==> config.mk <==
export PLATFORM = sky130hd
export DESIGN_NAME = lcd_reader
export DESIGN_NICKNAME = d
export VERILOG_FILES = /design/src/rtl/lcd_reader.sv
export SDC_FILE = /design/constraint.sdc
export NUM_CORES = 1
export LEC_CHECK = 0
export BUFFER_PORTS_ARGS = -buffer_cell sky130_fd_sc_hd__buf_2
export CORE_MARGIN = 2
export CORE_UTILIZATION = 41
export CTS_BUF_LIST = sky130_fd_sc_hd__clkbuf_8
export DETAILED_ROUTE_END_ITERATION = 7
export PLACE_DENSITY = 0.91
export SLEW_MARGIN = 0
export SYNTH_ARGS = -nofsm -noshare
export SYNTH_HDL_FRONTEND = slang
export SYNTH_SLANG_ARGS = --single-unit
==> constraint.sdc <==
create_clock -name clk -period 1.8 [get_ports clk]
set_input_delay 0.18 -clock clk [delete_from_list [all_inputs] [get_ports clk]]
set_output_delay 0.18 -clock clk [all_outputs]
set_load 0.01 [all_outputs]
==> src/rtl/lcd_reader.sv <==
// ============================================================================
//  Module   : lcd_reader
//  Purpose  : HD44780-style LCD read cycle (RS/RW setup, E strobe, hold) as a
//             custom-instruction slave. LCD_BUSY_POLL_EN adds busy-flag polling.
//  Revision : 1.0  initial release
// ============================================================================
`default_nettype none

module lcd_reader #(
    parameter int T_SETUP  = 4,
    parameter int T_PULSE  = 25,
    parameter int T_HOLD   = 4,
    parameter int POLL_MAX = 1000
) (
    input  logic        clk,
    input  logic        reset,
    input  logic        clk_en,
    input  logic        start,
    input  logic [31:0] dataa,
    input  logic [31:0] datab,
    output logic [31:0] result,
    output logic        done,
    output logic        lcd_rs,
    output logic        lcd_rw,
    output logic        lcd_en,
    input  logic [7:0]  lcd_data_in,
    output logic        rd_active
);

    typedef enum logic [2:0] {
        IDLE  = 3'd0,
        SETUP = 3'd1,
        PULSE = 3'd2,
        HOLD  = 3'd3,
        DONE  = 3'd4
    } state_t;

    localparam logic [7:0] c_setup_last = 8'(T_SETUP - 1);
    localparam logic [7:0] c_pulse_last = 8'(T_PULSE - 1);
    localparam logic [7:0] c_hold_last  = 8'(T_HOLD - 1);

    state_t      r_state;
    state_t      w_state_nxt;
    logic [7:0]  r_cnt;
    logic [7:0]  w_cnt_nxt;
    logic        r_rs;
    logic        r_en;
    logic        r_active;
    logic        r_done;
    logic [7:0]  r_byte;
    logic [31:0] r_result;
    logic        w_retry;
    logic        w_timeout;
    logic        w_unused;

`ifdef LCD_BUSY_POLL_EN
    logic        r_poll;
    logic [15:0] r_attempts;

    // Only status reads (RS=0) are polled; r_attempts already counts the read just finished.
    assign w_retry   = r_poll && !r_rs && r_byte[7] && (r_attempts < 16'(POLL_MAX));
    assign w_timeout = r_poll && !r_rs && r_byte[7];
    assign w_unused  = ^{datab, dataa[31:2]};
`else
    assign w_retry   = 1'b0;
    assign w_timeout = 1'b0;
    assign w_unused  = ^{datab, dataa[31:1]};
`endif

    always_ff @(posedge clk) begin
        if (reset) begin
            r_state <= IDLE;
            r_cnt   <= '0;
        end else if (clk_en) begin
            r_state <= w_state_nxt;
            r_cnt   <= w_cnt_nxt;
        end
    end

    always_comb begin
        w_state_nxt = r_state;
        w_cnt_nxt   = r_cnt + 8'd1;
        case (r_state)
            IDLE: begin
                w_cnt_nxt = '0;
                if (start) w_state_nxt = SETUP;
            end
            SETUP: begin
                if (r_cnt == c_setup_last) begin
                    w_state_nxt = PULSE;
                    w_cnt_nxt   = '0;
                end
            end
            PULSE: begin
                if (r_cnt == c_pulse_last) begin
                    w_state_nxt = HOLD;
                    w_cnt_nxt   = '0;
                end
            end
            HOLD: begin
                if (r_cnt == c_hold_last) begin
                    w_state_nxt = w_retry ? SETUP : DONE;
                    w_cnt_nxt   = '0;
                end
            end
            DONE: begin
                w_state_nxt = IDLE;
                w_cnt_nxt   = '0;
            end
            default: begin
                w_state_nxt = IDLE;
                w_cnt_nxt   = '0;
            end
        endcase
    end

    // Strobes are registered from the next state so the pins never glitch on state decode.
    always_ff @(posedge clk) begin
        if (reset) begin
            r_rs     <= 1'b0;
            r_en     <= 1'b0;
            r_active <= 1'b0;
            r_done   <= 1'b0;
            r_byte   <= '0;
            r_result <= '0;
`ifdef LCD_BUSY_POLL_EN
            r_poll     <= 1'b0;
            r_attempts <= '0;
`endif
        end else if (clk_en) begin
            r_en     <= (w_state_nxt == PULSE);
            r_active <= (w_state_nxt != IDLE);
            r_done   <= (w_state_nxt == DONE);
            if (r_state == IDLE && start) begin
                r_rs <= dataa[0];
`ifdef LCD_BUSY_POLL_EN
                r_poll     <= dataa[1];
                r_attempts <= '0;
`endif
            end
            if (r_state == PULSE && r_cnt == c_pulse_last) begin
                r_byte <= lcd_data_in;
`ifdef LCD_BUSY_POLL_EN
                r_attempts <= r_attempts + 16'd1;
`endif
            end
            if (w_state_nxt == DONE) begin
                r_result <= {23'd0, w_timeout, r_byte};
            end
        end
    end

    assign lcd_rs    = r_rs;
    assign lcd_rw    = r_active;
    assign lcd_en    = r_en;
    assign rd_active = r_active;
    assign done      = r_done;
    assign result    = r_result;

endmodule

`default_nettype wire

## Word-level counts from Yosys, hierarchy flattened

Cells that the tools add are included.

- Add/subtract/negate cells: 1
- Equal/unequal tests: 7
- Mux-type cells: 8
- Reductions and logical operators: 8

Operator list:

| cell | number |
|---|---|
| $mux W8 | 2 |
| $pmux W8 S2 | 1 |
| $mux W3 | 4 |
| $pmux W3 S4 | 1 |
| $eq A3 B2 Y1 const B | 3 |
| $add A8 B1 Y8 const B | 1 |
| $eq A8 B2 Y1 const B | 1 |
| $eq A8 B5 Y1 const B | 1 |
| $reduce_and A2 Y1 | 3 |
| $eq A3 B1 Y1 const B | 1 |
| $eq A3 B3 Y1 const B | 1 |
| $logic_not A3 Y1 | 1 |
| $reduce_bool A3 Y1 | 1 |
| $logic_and A1 B1 Y1 | 2 |
| $reduce_or A2 Y1 | 1 |

- Register bits after elaboration: 31
- Input port bits: 76
- Output and inout bits: 37
- Word-level logic and storage cells: 32

## Longest topological paths before layout

- Depth after elaboration: 5
- Mapped depth: 6
- Gate-level depth less buffers: 6

## Worst setup path before layout

OpenSTA, ideal clock, no wires.

- Kind: reg-to-reg
- From: register r_cnt[2]
- To: register r_byte[0]
- Library setup time: 0.128 ns
- Arrival time: 1.378 ns
- Data required time: 1.672 ns
- Setup slack: 0.295 ns
- Stages on the path, launching flop included: 5
- Path buffers: 0
- Period minus slack after synthesis: 1.505 ns
- Cell sequence: dfxtp_1 > nor4_4 > nand4_2 > mux2i_1 > nor2_1

- Longest elaborated chain between the ends: 3

Ends and longest elaborated chain:

| item | RTL line | text |
|---|---|---|
| start, declared | 44 | `logic [7:0] r_cnt;` |
| start signal, assigned | 76 | `r_cnt <= w_cnt_nxt;` |
| $eq A8 B5 Y1 | 141 | `if (r_state == PULSE && r_cnt == c_pulse_last) begin` |
| $logic_and A1 B1 Y1 | 141 |  |
| $reduce_and A2 Y1 (no source line) | n/a |  |
| end signal, assigned | 142 | `r_byte <= lcd_data_in;` |
| end, declared | 50 | `logic [7:0] r_byte;` |

Every way passes these cells.
A chain may end at the register's enable or synchronous reset.

## Worst setup path in the final report

- From: register r_state[1]
- To: register r_byte[4]

- Longest elaborated chain between the ends: 3

Ends and longest elaborated chain:

| item | RTL line | text |
|---|---|---|
| start, declared | 42 | `state_t r_state;` |
| start signal, assigned | 75 | `r_state <= w_state_nxt;` |
| $eq A3 B2 Y1 | 141 |  |
| $logic_and A1 B1 Y1 | 141 |  |
| $reduce_and A2 Y1 (no source line) | n/a |  |

Every way passes these cells.

==> run_results.csv <==
group,metric,value,unit
synth,synth_edf_count,0,
grt,antenna_found_initial,0,
die,die-height,64.4,µm
setup_path,crit_type,"register to register",
synth,synth_ff_type,"dfxtp_1",
die,die_w,64.4,µm
die,start_util,43.7,%
timing,holdWs,0.126,ns
setup_path,cp_max_fo,8,
route,routed_wl,2540,µm
grt,grt_remaining_overflow,0,
grt,grtUsageMet3,4.75,%
die,fp-row-count,21,
grt,grt_pass1_wl,4060,µm
timing,rsz0062_at_grt,"false",
route,vias,1114,
route,antenna_left,0,
pwr,vdd_drop_max,517,µV
synth,ys_seq_elements,31,
grt,grt_pass1_vias,926,
timing,max-slew-margin-rel,65.1,%
setup_path,required,1.96,ns
place,place_area,1570,µm²
clock_network,htree_levels,2,
place,portBuffers,25,
pwr,leakagePower,0.000829,µW
timing,finalMaxSlewViolations,0,
pwr,p_per_area,825,nW/µm²
clock_network,root_buffer,"clkbuf_8",
synth,syn_area_per_cell,9.11,µm²
clock_network,cts_buffer_depth,2,
place,hpwlAfterDp,1750,µm
die,coreArea,3420,µm²
setup_path,crit_arrival,1.82,ns
layout,drive_above_1_share,20.9,%
clock_network,clk_pin_slew,0.06,ns
setup_path,end_kind,"register",
setup_path,path_delay_family,"simple AND/OR/NAND/NOR gates",
timing,tightestPinTransition,0.519,ns
timing,hold_violations,0,
timing,finalCriticalPeriod,1.67,ns
layout,syn2layout_area_growth,12.1,%
clock_network,post_cts.repair.setup_buffers,0,
route,routed_via_density,4.70,
grt,groute.usage.overall,13.2,%
clock_network,clk-insertion-delay-late,0.28,ns
layout,nets,268,
grt,met2_usage,21.4,%
timing,clock_skew,0.00357,ns
die,die-area,4140,µm²
synth,ys.warnings.count,0,
setup_path,crit_buf_inv,0,
layout,nFillCells,325,
flow_run,cap_viol_max_count,0,
timing,finalSetupTns,0,ns
status,status,"finished, final reports clean",
synth,async_reset_ff_share,0,%
grt,grt.busiest_layer,"met2",
setup_path,slowest_delay,0.47,ns
clock_network,cts_tree,"done",
grt,grt_use_met1,15.0,%
synth,yosysUniqueCellTypes,34,
timing,fmax,600,MHz
clock_network,clock-sinks,31,
place,gp_congestion,0.793,
route,drt_iter0_drc,49,
synth,syn_inst,164,
timing,fin_crit_sh,92.5,%
route,route.detailed.drc,0,
route,avgRoutedWirePerCell,10.7,µm
setup_path,path_cells,"nor3b_1 -> nand4_4 -> mux2i_1 -> nor2_1",
worst_hold_path,hp-class,"input pin to register",
layout,final_cell_area,1680,µm²
synth,syn_area,1490,µm²
route,dr.pass1.iters,4,
timing,setup_violations,0,
synth,seq_area_frac_synth,41.5,%
clock_network,cts_inserted_buffers,5,
setup_path,start_kind,"register",
setup_path,slowest_stage,"nor3b_1",
die,io_pins,113,
layout,num_antenna_cells,0,
grt,grt_max_degree,26,
## tightest hold or removal path, cell delays in order
cell and delay, ns:
buf_2 0.07, mux2i_1 0.05, nor2_1 0.07
## through the flow
stage	utilization, %	std cells	power (µW)	worst slack (ns)
after floorplan	-	187	822	0.295
after global placement	45.9	229	806	0.0623
after detailed placement	45.9	229	808	0.0193
after CTS	49.0	237	1390	0.129
after global routing	49.0	237	1440	0.00190
final	49.0	237	1380	0.134
## state kept, by name, summed over array words and instances, names as in the netlist
| register | count |
|---|---|
| lcd_rw | 1 |
| r_byte | 8 |
| lcd_rs | 1 |
| result | 8 |
| lcd_en | 1 |
| r_cnt | 8 |
| r_state | 3 |
| done | 1 |
## metal layers
layer	share of wire (%)	up-vias
met3	6.6	7
met5	0	-
li1	-	551
met2	45	42
met4	2.3	0
met1	46	514
## repair_timing
item | in CTS | in global routing
pin swaps | 0 | 1
hold buffers | 0 | 0
gates resized for setup | 1 | 0
setup endpoints to repair | 1 | 2
## where the power goes
group | switching [µW] | total [µW] | internal, µW | leakage [µW]
clock | 247 | 589 | 343 | 0.0000557
sequential | 6.86 | 701 | 694 | 0.000250
combinational | 62.2 | 93.2 | 31.1 | 0.000523
total | 316 | 1380 | 1070 | 0.000829
## path summary, 6_finish.rpt
kind / from / to / slack (ns) / cells past startpoint
setup / recovery: r_state[1] / r_byte[4] / 0.13 / 4
hold / removal: lcd_data_in[7] / r_byte[7] / 0.13 / 3
setup reg to reg: r_state[1] / r_byte[4] / 0.13 / 4
hold reg to reg: lcd_rs / lcd_rs / 0.45 / 2
## cell usage after synthesis (2+ instances only)
| library cell | instances | area share, % |
|---|---|---|
| nand4_1 | 3 | 1.3 |
| xnor2_1 | 5 | 2.9 |
| a211oi_1 | 2 | 1.0 |
| nor3b_1 | 2 | 1.0 |
| a21oi_1 | 6 | 2.0 |
| a31o_2 | 2 | 1.2 |
| nand2_1 | 9 | 2.3 |
| clkbuf_1 | 4 | 1.0 |
| dfxtp_1 | 31 | 42 |
| nor2_1 | 30 | 7.5 |
| inv_1 | 4 | 1.0 |
| buf_4 | 25 | 13 |
| mux2i_1 | 17 | 11 |
| xor2_1 | 3 | 1.8 |
| ha_1 | 2 | 1.7 |
## area by class of cell
cell class                      instances  area (µm²)  share of cell area, %
Clock inverter                          1        3.75                  0.224
Multi-Input combinational cell        121         742                   44.3
Clock buffer                            7        96.3                   5.75
Inverter                                4        15.0                  0.896
Timing Repair Buffer                   27         140                   8.36
Sequential cell                        31         621                   37.0
Tap cell                               46        57.6                   3.44
## cells by family (layout without fill, tap and decap cells)
family                     after synthesis  count (layout)  share of synthesized area [%]
other                                    1              24                          0.251
buffers and inverters                   35              39                           15.2
and+or+nand+nor                         55              55                           18.5
muxes                                   17              17                           11.4
adders and majority gates                2               2                           1.67
AOI/OAI and AO/OA                       15              15                           6.78
xor gates and xnor gates                 8               8                           4.69
DFF                                     31              31                           41.5
## cells in the final DEF, fill, tap and decap left out, types with 2 or more instances in the layout
master / n
ha_1: 2
nand4_1: 3
conb_1: 24
nand2_1: 9
dfxtp_1: 31
a211oi_1: 2
a31o_2: 2
buf_2: 25
clkbuf_8: 7
nor2_1: 30
inv_1: 5
buf_4: 2
xor2_1: 3
a21oi_1: 6
mux2i_1: 17
nor3b_1: 2
xnor2_1: 5
Note: power is estimated with default switching activity, not from simulation.
